--- config.mk ---
export PLATFORM = sky130hd
export DESIGN_NAME = rw_bitstream_driver
export DESIGN_NICKNAME = d
export VERILOG_FILES = /design/src/rtl/rw_stream_pkg.sv /design/src/rtl/rw_bit_capture.sv /design/src/rtl/rw_bitstream_driver.sv
export SDC_FILE = /design/constraint.sdc
export NUM_CORES = 1
export LEC_CHECK = 0
export ABC_AREA = 1
export CELL_PAD_IN_SITES_DETAIL_PLACEMENT = 2
export CELL_PAD_IN_SITES_GLOBAL_PLACEMENT = 2
export CORE_ASPECT_RATIO = 1.75
export CORE_UTILIZATION = 29
export CTS_CLUSTER_DIAMETER = 120
export DETAILED_ROUTE_END_ITERATION = 8
export PLACE_DENSITY = 0.81
export SYNTH_ARGS = -nofsm -noshare
export SYNTH_HDL_FRONTEND = slang
export SYNTH_SLANG_ARGS = --single-unit
--- constraint.sdc ---
create_clock -name clk -period 2.3 [get_ports clk]
set_clock_uncertainty 0.15 [all_clocks]
set_input_delay 0.345 -clock clk [delete_from_list [all_inputs] [get_ports clk]]
set_output_delay 0.345 -clock clk [all_outputs]
set_load 0.02 [all_outputs]
--- src/rtl/rw_stream_pkg.sv ---
// Shared types and constants for the 1-bit resumption-device stream blocks.
// Contents:
//   rw_drv_state_t   - driver FSM states (IDLE, SHIFT, DRAIN, HOLD)
//   RW_MAX_CAP_DELAY - largest supported device response latency in cycles
//   cnt_w()          - width of a counter that must hold the value 'width'
package rw_stream_pkg;

  typedef enum logic [1:0] {
    IDLE  = 2'd0,
    SHIFT = 2'd1,
    DRAIN = 2'd2,
    HOLD  = 2'd3
  } rw_drv_state_t;

  localparam int RW_MAX_CAP_DELAY = 3;

  function automatic int cnt_w(input int width);
    return $clog2(width + 1);
  endfunction

endpackage

--- src/rtl/rw_bit_capture.sv ---
// Response capture for a 1-bit device stream: delays the "bit presented"
// strobe by CAP_DELAY cycles so it lines up with the device answer, then
// deserializes dut_out into a WIDTH-bit word in the same bit order as sent.
// Ports:
//   clk        rising-edge clock
//   rst        asynchronous active-low reset
//   bit_strobe high in every cycle a serial bit is on the device input
//   dut_out    serial bit from the device output
//   cap_data   captured word (registered)
module rw_bit_capture #(
  parameter int WIDTH     = 8,
  parameter bit LSB_FIRST = 1'b1,
  parameter int CAP_DELAY = 0
) (
  input  logic             clk,
  input  logic             rst,
  input  logic             bit_strobe,
  input  logic             dut_out,
  output logic [WIDTH-1:0] cap_data
);

  logic             take_s;
  logic [WIDTH-1:0] cap_data_q, cap_data_d;

  // The strobe, not the data, is delayed: the device answer for bit k is
  // already on dut_out CAP_DELAY cycles after bit k went out.
  generate
    if (CAP_DELAY == 0) begin : g_nodly
      assign take_s = bit_strobe;
    end else begin : g_dly
      logic [CAP_DELAY-1:0] strobe_q, strobe_d;

      // Strobe delay line next value.
      always_comb begin
        strobe_d = (strobe_q << 1'b1) | CAP_DELAY'(bit_strobe);
      end

      // Strobe delay line register.
      always_ff @(posedge clk or negedge rst) begin
        if (!rst) begin
          strobe_q <= '0;
        end else begin
          strobe_q <= strobe_d;
        end
      end

      assign take_s = strobe_q[CAP_DELAY-1];
    end
  endgenerate

  // Deserializer next value: the first response must end up in the position
  // the first transmitted bit came from.
  always_comb begin
    cap_data_d = cap_data_q;
    if (take_s) begin
      if (LSB_FIRST) begin
        cap_data_d = (cap_data_q >> 1'b1) | (WIDTH'(dut_out) << (WIDTH - 1));
      end else begin
        cap_data_d = (cap_data_q << 1'b1) | WIDTH'(dut_out);
      end
    end else begin
      cap_data_d = cap_data_q;
    end
  end

  // Deserializer register.
  always_ff @(posedge clk or negedge rst) begin
    if (!rst) begin
      cap_data_q <= '0;
    end else begin
      cap_data_q <= cap_data_d;
    end
  end

  assign cap_data = cap_data_q;

endmodule

--- src/rtl/rw_bitstream_driver.sv ---
// Transmit side of the 1-bit resumption-device stream interface. Accepts
// words over valid/ready, shifts them out one bit per clock on dut_in, and
// returns the device's serial answer as a word over valid/ready.
// Ports:
//   clk, rst             clock; asynchronous active-low reset
//   in_data/in_valid/in_ready    word input handshake
//   dut_in               registered serial bit to the device
//   dut_out              serial bit from the device
//   out_data/out_valid/out_ready response word handshake (held until taken)
//   busy                 high while shifting or draining responses
module rw_bitstream_driver
  import rw_stream_pkg::*;
#(
  parameter int   WIDTH     = 8,
  parameter bit   LSB_FIRST = 1'b1,
  parameter logic IDLE_BIT  = 1'b0,
  parameter int   CAP_DELAY = 0
) (
  input  logic             clk,
  input  logic             rst,
  input  logic [WIDTH-1:0] in_data,
  input  logic             in_valid,
  output logic             in_ready,
  output logic             dut_in,
  input  logic             dut_out,
  output logic [WIDTH-1:0] out_data,
  output logic             out_valid,
  input  logic             out_ready,
  output logic             busy
);

  // One counter serves both the bit count and the drain count.
  localparam int CNT_W = (cnt_w(WIDTH) > cnt_w(RW_MAX_CAP_DELAY)) ?
                         cnt_w(WIDTH) : cnt_w(RW_MAX_CAP_DELAY);
  localparam logic [CNT_W-1:0] LAST_BIT   = CNT_W'(WIDTH - 1);
  localparam logic [CNT_W-1:0] LAST_DRAIN = CNT_W'((CAP_DELAY > 0) ? CAP_DELAY - 1 : 0);
  localparam logic [CNT_W-1:0] CNT_ONE    = CNT_W'(1);

  rw_drv_state_t    state_q, state_d;
  logic [CNT_W-1:0] cnt_q, cnt_d;
  logic [WIDTH-1:0] tx_q, tx_d;
  logic             dut_in_q, dut_in_d;
  logic             ready_en_q, ready_en_d;
  logic             accept_s, last_bit_s, last_drain_s;

  function automatic logic first_bit(input logic [WIDTH-1:0] v);
    return LSB_FIRST ? v[0] : v[WIDTH-1];
  endfunction

  function automatic logic [WIDTH-1:0] next_tx(input logic [WIDTH-1:0] v);
    return LSB_FIRST ? (v >> 1'b1) : (v << 1'b1);
  endfunction

  assign accept_s     = in_valid & in_ready;
  assign last_bit_s   = (cnt_q == LAST_BIT);
  assign last_drain_s = (cnt_q == LAST_DRAIN);

  // State and datapath registers.
  always_ff @(posedge clk or negedge rst) begin
    if (!rst) begin
      state_q    <= IDLE;
      cnt_q      <= '0;
      tx_q       <= '0;
      dut_in_q   <= IDLE_BIT;
      ready_en_q <= 1'b0;
    end else begin
      state_q    <= state_d;
      cnt_q      <= cnt_d;
      tx_q       <= tx_d;
      dut_in_q   <= dut_in_d;
      ready_en_q <= ready_en_d;
    end
  end

  // Next-state logic.
  always_comb begin
    state_d = state_q;
    case (state_q)
      IDLE: begin
        if (accept_s) state_d = SHIFT;
        else          state_d = IDLE;
      end
      SHIFT: begin
        if (last_bit_s) state_d = (CAP_DELAY > 0) ? DRAIN : HOLD;
        else            state_d = SHIFT;
      end
      DRAIN: begin
        if (last_drain_s) state_d = HOLD;
        else              state_d = DRAIN;
      end
      HOLD: begin
        // Handoff and the next load share one edge, so streaming has no gap.
        if (out_ready) state_d = accept_s ? SHIFT : IDLE;
        else           state_d = HOLD;
      end
      default: state_d = IDLE;
    endcase
  end

  // FSM outputs. ready_en_q keeps in_ready low until the first edge out of reset.
  always_comb begin
    in_ready  = 1'b0;
    out_valid = 1'b0;
    busy      = 1'b0;
    case (state_q)
      IDLE:  in_ready = ready_en_q;
      SHIFT: busy = 1'b1;
      DRAIN: busy = 1'b1;
      HOLD: begin
        in_ready  = ready_en_q & out_ready;
        out_valid = 1'b1;
      end
      default: begin
        in_ready  = 1'b0;
        out_valid = 1'b0;
        busy      = 1'b0;
      end
    endcase
  end

  // Transmit shift register, serial output bit and bit/drain counter.
  always_comb begin
    cnt_d      = '0;
    tx_d       = tx_q;
    dut_in_d   = IDLE_BIT;
    ready_en_d = 1'b1;
    if (accept_s) begin
      tx_d     = next_tx(in_data);
      dut_in_d = first_bit(in_data);
      cnt_d    = '0;
    end else if (state_q == SHIFT) begin
      if (!last_bit_s) begin
        cnt_d    = cnt_q + CNT_ONE;
        dut_in_d = first_bit(tx_q);
        tx_d     = next_tx(tx_q);
      end else begin
        cnt_d    = '0;
        dut_in_d = IDLE_BIT;
        tx_d     = tx_q;
      end
    end else if (state_q == DRAIN) begin
      cnt_d = last_drain_s ? '0 : (cnt_q + CNT_ONE);
    end else begin
      cnt_d = '0;
    end
  end

  rw_bit_capture #(
    .WIDTH     (WIDTH),
    .LSB_FIRST (LSB_FIRST),
    .CAP_DELAY (CAP_DELAY)
  ) u_capture (
    .clk        (clk),
    .rst        (rst),
    .bit_strobe (state_q == SHIFT),
    .dut_out    (dut_out),
    .cap_data   (out_data)
  );

  assign dut_in = dut_in_q;

endmodule

Yosys cells after proc, flatten, opt, wreduce, memory -nomap -nowiden

Cells that the tools add are included.

Register bits: 24
Bits of input ports: 13
Output and inout bits: 12
Word-level logic and storage cells: 39

$add $sub $neg: 1
Eq/ne operators: 5
Mux-type cells: 19
Bitwise gates (word level): 3
Reductions and logical operators: 5

Operators with widths:

| operator                                      | count |
|---|---|
| two-way mux 8 bit                             | 3 |
| two-way mux 4 bit                             | 5 |
| bitwise OR 7 x 8 -> 8 bit                     | 1 |
| case mux 2 bit (4 select lines)               | 1 |
| two-way mux 1 bit                             | 7 |
| adder 4 x 1 -> 4 bit, second input constant   | 1 |
| == test 2 bit, second input constant          | 2 |
| == test 4 x 3 -> 1 bit, second input constant | 1 |
| logical NOT 4 bit                             | 1 |
| two-way mux 2 bit                             | 2 |
| bitwise AND 1 bit                             | 2 |
| == test 2 x 1 -> 1 bit, second input constant | 1 |
| logical NOT 2 bit                             | 1 |
| != test 2 bit, second input constant          | 1 |
| case mux 1 bit (2 select lines)               | 1 |
| AND reduction 2 bit                           | 1 |
| nonzero test 2 bit                            | 1 |
| OR reduction 2 bit                            | 1 |

Longest topological paths before layout

Gate-level depths: netlist (run 1).

Depth after elaboration: 6
Depth in mapped cells: 8

Hierarchy

Synthesis (run 1) repeated with hierarchy kept, for this count alone.

Cells, all modules: 148
Area total of the unflattened synthesis: 1,241.2 µm²

By module, submodules not included:

| module              | instances | cells each | area an instance (µm²) | sequential area each (µm²) |
|---|---|---|---|---|
| rw_bitstream_driver | 1         | 114        | 935.9                  | 375.4 |
| rw_bit_capture      | 1         | 34         | 305.3                  | 200.2 |

Least setup slack after synthesis (run 1)

OpenSTA, ideal clock, no wires.

Path type: flip-flop to output port
From: register state_q[0]
To: output in_ready
Arrival: 1.290 ns
Data required time: 1.805 ns
Slack: 0.515 ns
Stages on the path, launching flop included: 5
Buffers on the path: 0
Cell sequence: dfrtp_1 -> inv_1 -> ha_1 -> nor2_4 -> and2_2

Word-level cells in the longest chain between the ends: 2
Elaborated cells between the ends (all ways): 3

RTL lines:

| what                                                      | RTL line                   | text |
|---|---|---|
| start: declaration                                        | rw_bitstream_driver.sv:39  | `rw_drv_state_t state_q, state_d;` |
| start signal: assignment                                  | rw_bitstream_driver.sv:67  | `state_q <= state_d;` |
| == test 2 bit / logical NOT 2 bit (equally long branches) | rw_bitstream_driver.sv:105 | `case (state_q)` |
| case mux 1 bit (2 select lines) *                         | rw_bitstream_driver.sv:105 |  |
| end: declaration                                          | rw_bitstream_driver.sv:23  | `output logic in_ready,` |

Every way passes the cells marked *; elsewhere a longest branch is shown, timed or not.

Worst setup path after layout (run 1)

Same ends and word-level chain as after synthesis.

==> impl_metrics.env, run 1 <==
export IMPL_layout_drive_gt1_share_pct=9.77
export IMPL_via_per_inst=4.86
export IMPL_critical_path_class="reg -> out"
export IMPL_numClockSinks=23
export IMPL_grt_max_degree=24
export IMPL_finalHoldWorstSlack_ns=0.279
export IMPL_cell_area_after_layout_um2=1590
export IMPL_gr_total_overflow=0
export IMPL_synth_xor_area_share_pct=1.43
export IMPL_detailed_place_hpwl_mm=2.54
export IMPL_effective_utilization_at_floorplan_pct=29.9
export IMPL_wire_length_of_the_first_global_routing_pass_mm=5.38
export IMPL_drc=0
export IMPL_top_level_ports=25
export IMPL_area_after_detailed_placement_um2=1540
export IMPL_layout_setup_ws_ns=0.0884
export IMPL_worst_ep_required_time_ns=1.80
export IMPL_clock_latency_ns=0.27
export IMPL_cts_hold_repair_buffers=0
export IMPL_synth_top_area_share_pct=46.8
export IMPL_synth_fp_nets=165
export IMPL_synthAdderAreaFrac_pct=7.13
export IMPL_die_width_um=51.2
export IMPL_synth_top_cells_by_area="sky130_fd_sc_hd__dfrtp_1 47%, sky130_fd_sc_hd__nand2_1 13%, sky130_fd_sc_hd__ha_1 7.1%, sky130_fd_sc_hd__nand3_1 6.9%, sky130_fd_sc_hd__inv_1 5.5%"
export IMPL_power_ir_vdd_worst_uv=399
export IMPL_postCtsSetupBuffers=0
export IMPL_fmax_ghz=0.452
export IMPL_ant_nets=0
export IMPL_mux_cell_area_share_after_synthesis_pct=0
export IMPL_report_power_total_mw=1.43
export IMPL_highest_net_fanout_along_the_worst_path=3
export IMPL_synth_seq_area_share_pct=46.8
export IMPL_static_leakage_nw=0.812
export IMPL_num_antenna_cells=0
export IMPL_route_vias_total=1084
export IMPL_actual_slew_at_the_worst_max_slew_pin_ns=0.528
export IMPL_synth_compound_area_share_pct=4.48
export IMPL_cp_arrival_ns=1.72
export IMPL_route_final_wire_length_mm=3.20
export IMPL_area_enclosed_by_the_die_boundary_um2=4510
export IMPL_chipHeight_um=88.1
export IMPL_setup_viol_count_final=0
export IMPL_internal_power_mw=0.903
export IMPL_antenna_found_initial=0
export IMPL_synth_simple_gate_area_share_pct=31.9
export IMPL_fin_cells=223
export IMPL_avgRoutedWirePerCell_um=14.4
export IMPL_power_clock_fraction_pct=18.1
export IMPL_maxSlewHeadroom_pct=64.8
export IMPL_crit_path_max_incr_delay_ns=0.40
export IMPL_drt_pre_antenna_iters=2
export IMPL_timing_max_cap_violations=0
export IMPL_coreArea_um2=4110
export IMPL_numCtsBuffers=3
export IMPL_final_core_utilization_pct=38.6
export IMPL_placed_cells_incl_taps=219
export IMPL_power_frac_seq_pct=43.8
export IMPL_syn2layout_area_growth_pct=29.3
export IMPL_cts_tree="done"
export IMPL_synth_seq_cells=23
export IMPL_num_nets_final=195
export IMPL_number_of_warnings_reported_in_the_yosys_synthesis_log=0
export IMPL_synth_distinct_cells=23
export IMPL_cts_max_path_buffers=2
export IMPL_most_common_layout_cells="44 x sky130_fd_sc_hd__nand2_1, 23 x sky130_fd_sc_hd__dfrtp_1, 22 x sky130_fd_sc_hd__clkdlybuf4s50_1"
export IMPL_p_comb_share_pct=38.1
export IMPL_clk_transition_reported_paths_ns=0.09
export IMPL_final_hold_violation_count=0
export IMPL_postSynthAreaPerCell_um2=8.47
export IMPL_path_cells="inv_1 > ha_1 > nor2_4 > and2_2 > dlygate4sd2_1"
export IMPL_post_route_min_period_ns=2.21
export IMPL_num_fill_cells=496
export IMPL_min_path_type="in -> async"
export IMPL_drtIter0Drc=7
export IMPL_preCtsSetupSlack_ns=0.0540
export IMPL_period_share_pct=96.2
export IMPL_port_buffers=24
export IMPL_cts_htree_levels=1
export IMPL_gp_congestion=0.773
export IMPL_critPathLaunchType="flip-flop"
export IMPL_vias_in_the_first_global_route=1169
export IMPL_layout_cells_most_common="sky130_fd_sc_hd__nand2_1"
export IMPL_synth_cells=145
export IMPL_power_per_cell_area_nw_per_um2=900
export IMPL_post_synth_instance_area_um2=1230
export IMPL_placement_rows=31
export IMPL_sw_frac_of_total_pct=36.9
export IMPL_worst_path_max_delay_cell="sky130_fd_sc_hd__dfrtp_1"
export IMPL_max_slew_violation_total_from_the_final_report=0
export IMPL_cts_root_buf="sky130_fd_sc_hd__clkbuf_8"
export IMPL_tns_ns=0
export IMPL_yosysTopAreaCell="sky130_fd_sc_hd__dfrtp_1"
export IMPL_status="finished clean"
export IMPL_grt_total_usage_pct=16.2
export IMPL_net_switching_power_mw=0.528
export IMPL_timing_critical_path_to_type="output pin"
export IMPL_synth_top_family_by_area="simple AND/OR/NAND/NOR gates"
-- cell families after synthesis --
kind of cell             Yosys count
other                              1
buffers and inverters             23
AND/OR/NAND/NOR                   81
adder cells (fa/ha/maj)            7
AO/OA/AOI/OAI                      8
XOR/XNOR                           2
flip-flops                        23
-- repair_timing --
action / CTS / global route
hold endpoints to repair: 0 / 0
endpoints found under the setup margin: 1 / 1
resized for setup: 1 / 1
-- critical path: cells and delay by family, from the launching register on --
| kind | cells | cell delay [ns] |
|---|---|---|
| flops | 1 | 0.40 |
| fa+ha+maj | 1 | 0.35 |
| buf+inv | 2 | 0.43 |
| simple gates | 2 | 0.27 |
-- state kept, by name (all words and copies together) (netlist names) --
name / cells
cnt_q: 4
dut_in: 1
ready_en_q: 1
state_q: 2
tx_q: 7
u_capture.cap_data: 8
-- metal layers --
metal  vias up  global-route usage, %  share of wire (%)
met5         -                      0                  0
li1        520                      -                  -
met3         5                   2.08                2.7
met4         0                   5.30                1.5
met1       536                   16.5                 37
met2        23                   32.3                 58
-- worst paths after layout --
| path | start | to | slack (ns) | cells past startpoint |
|---|---|---|---|---|
| min in group clk | cnt_q[0]$_DFF_PN0_ | cnt_q[0]$_DFF_PN0_ | 0.35 | 1 |
| worst max register to register | state_q[0]$_DFF_PN0_ | state_q[0]$_DFF_PN0_ | 0.37 | 7 |
| worst min register to register | cnt_q[0]$_DFF_PN0_ | cnt_q[0]$_DFF_PN0_ | 0.35 | 1 |
| worst max-delay path | state_q[0]$_DFF_PN0_ | in_ready | 0.09 | 5 |
| worst min-delay path | rst | cnt_q[1]$_DFF_PN0_ | 0.28 | 2 |
| max in group asynchronous | rst | tx_q[4]$_DFFE_PN0P_ | 1.47 | 2 |
-- layout make-up --
class / count / area (µm²) / area share [%]
well taps: 49 / 61.3 / 3.86
multi-input cells: 99 / 556 / 35.0
clock buffers: 3 / 41.3 / 2.60
repair buffers: 29 / 279 / 17.6
inverters: 19 / 71.3 / 4.49
flip-flops and latches: 23 / 576 / 36.2
clock inverters: 1 / 5.00 / 0.315
-- synth_stat cells --
library cell               count
sky130_fd_sc_hd__ha_1          7
sky130_fd_sc_hd__buf_2         3
sky130_fd_sc_hd__inv_1        18
sky130_fd_sc_hd__or2_0         1
sky130_fd_sc_hd__o21ai_0       4
sky130_fd_sc_hd__a31oi_1       1
sky130_fd_sc_hd__xnor2_1       1
sky130_fd_sc_hd__nand4_1       7
sky130_fd_sc_hd__xor2_1        1
sky130_fd_sc_hd__dfrtp_1      23
sky130_fd_sc_hd__conb_1        1
sky130_fd_sc_hd__nand2_1      44
sky130_fd_sc_hd__nand3_1      17
sky130_fd_sc_hd__nor2_1        7
sky130_fd_sc_hd__buf_6         1
sky130_fd_sc_hd__a21oi_2       1
sky130_fd_sc_hd__o21bai_1      1
sky130_fd_sc_hd__nor2_4        1
sky130_fd_sc_hd__inv_2         1
sky130_fd_sc_hd__and2_2        1
sky130_fd_sc_hd__nand2_4       1
sky130_fd_sc_hd__o211ai_2      1
sky130_fd_sc_hd__nand3_4       2
-- power groups by stage --
stage	logic (mW)	clock network [mW]	registers (mW)
after floorplan	0.221	0	0.697
after global placement	0.525	0	0.619
after detailed placement	0.553	0	0.635
after CTS	0.558	0.264	0.628
after global routing	0.603	0.280	0.640
final	0.545	0.260	0.626
Note: power is estimated with default switching activity, not from simulation.
==> run 2: changes to the inputs <==
--- a/config.mk
+++ b/config.mk
@@ -13,6 +13,7 @@
 export CTS_CLUSTER_DIAMETER = 120
 export DETAILED_ROUTE_END_ITERATION = 8
 export PLACE_DENSITY = 0.81
+export SKIP_LAST_GASP = 1
 export SYNTH_ARGS = -nofsm -noshare
 export SYNTH_HDL_FRONTEND = slang
 export SYNTH_SLANG_ARGS = --single-unit
==> results of run 2 <==
No change in the layout: final DEF, timing and power equal those of run 1.
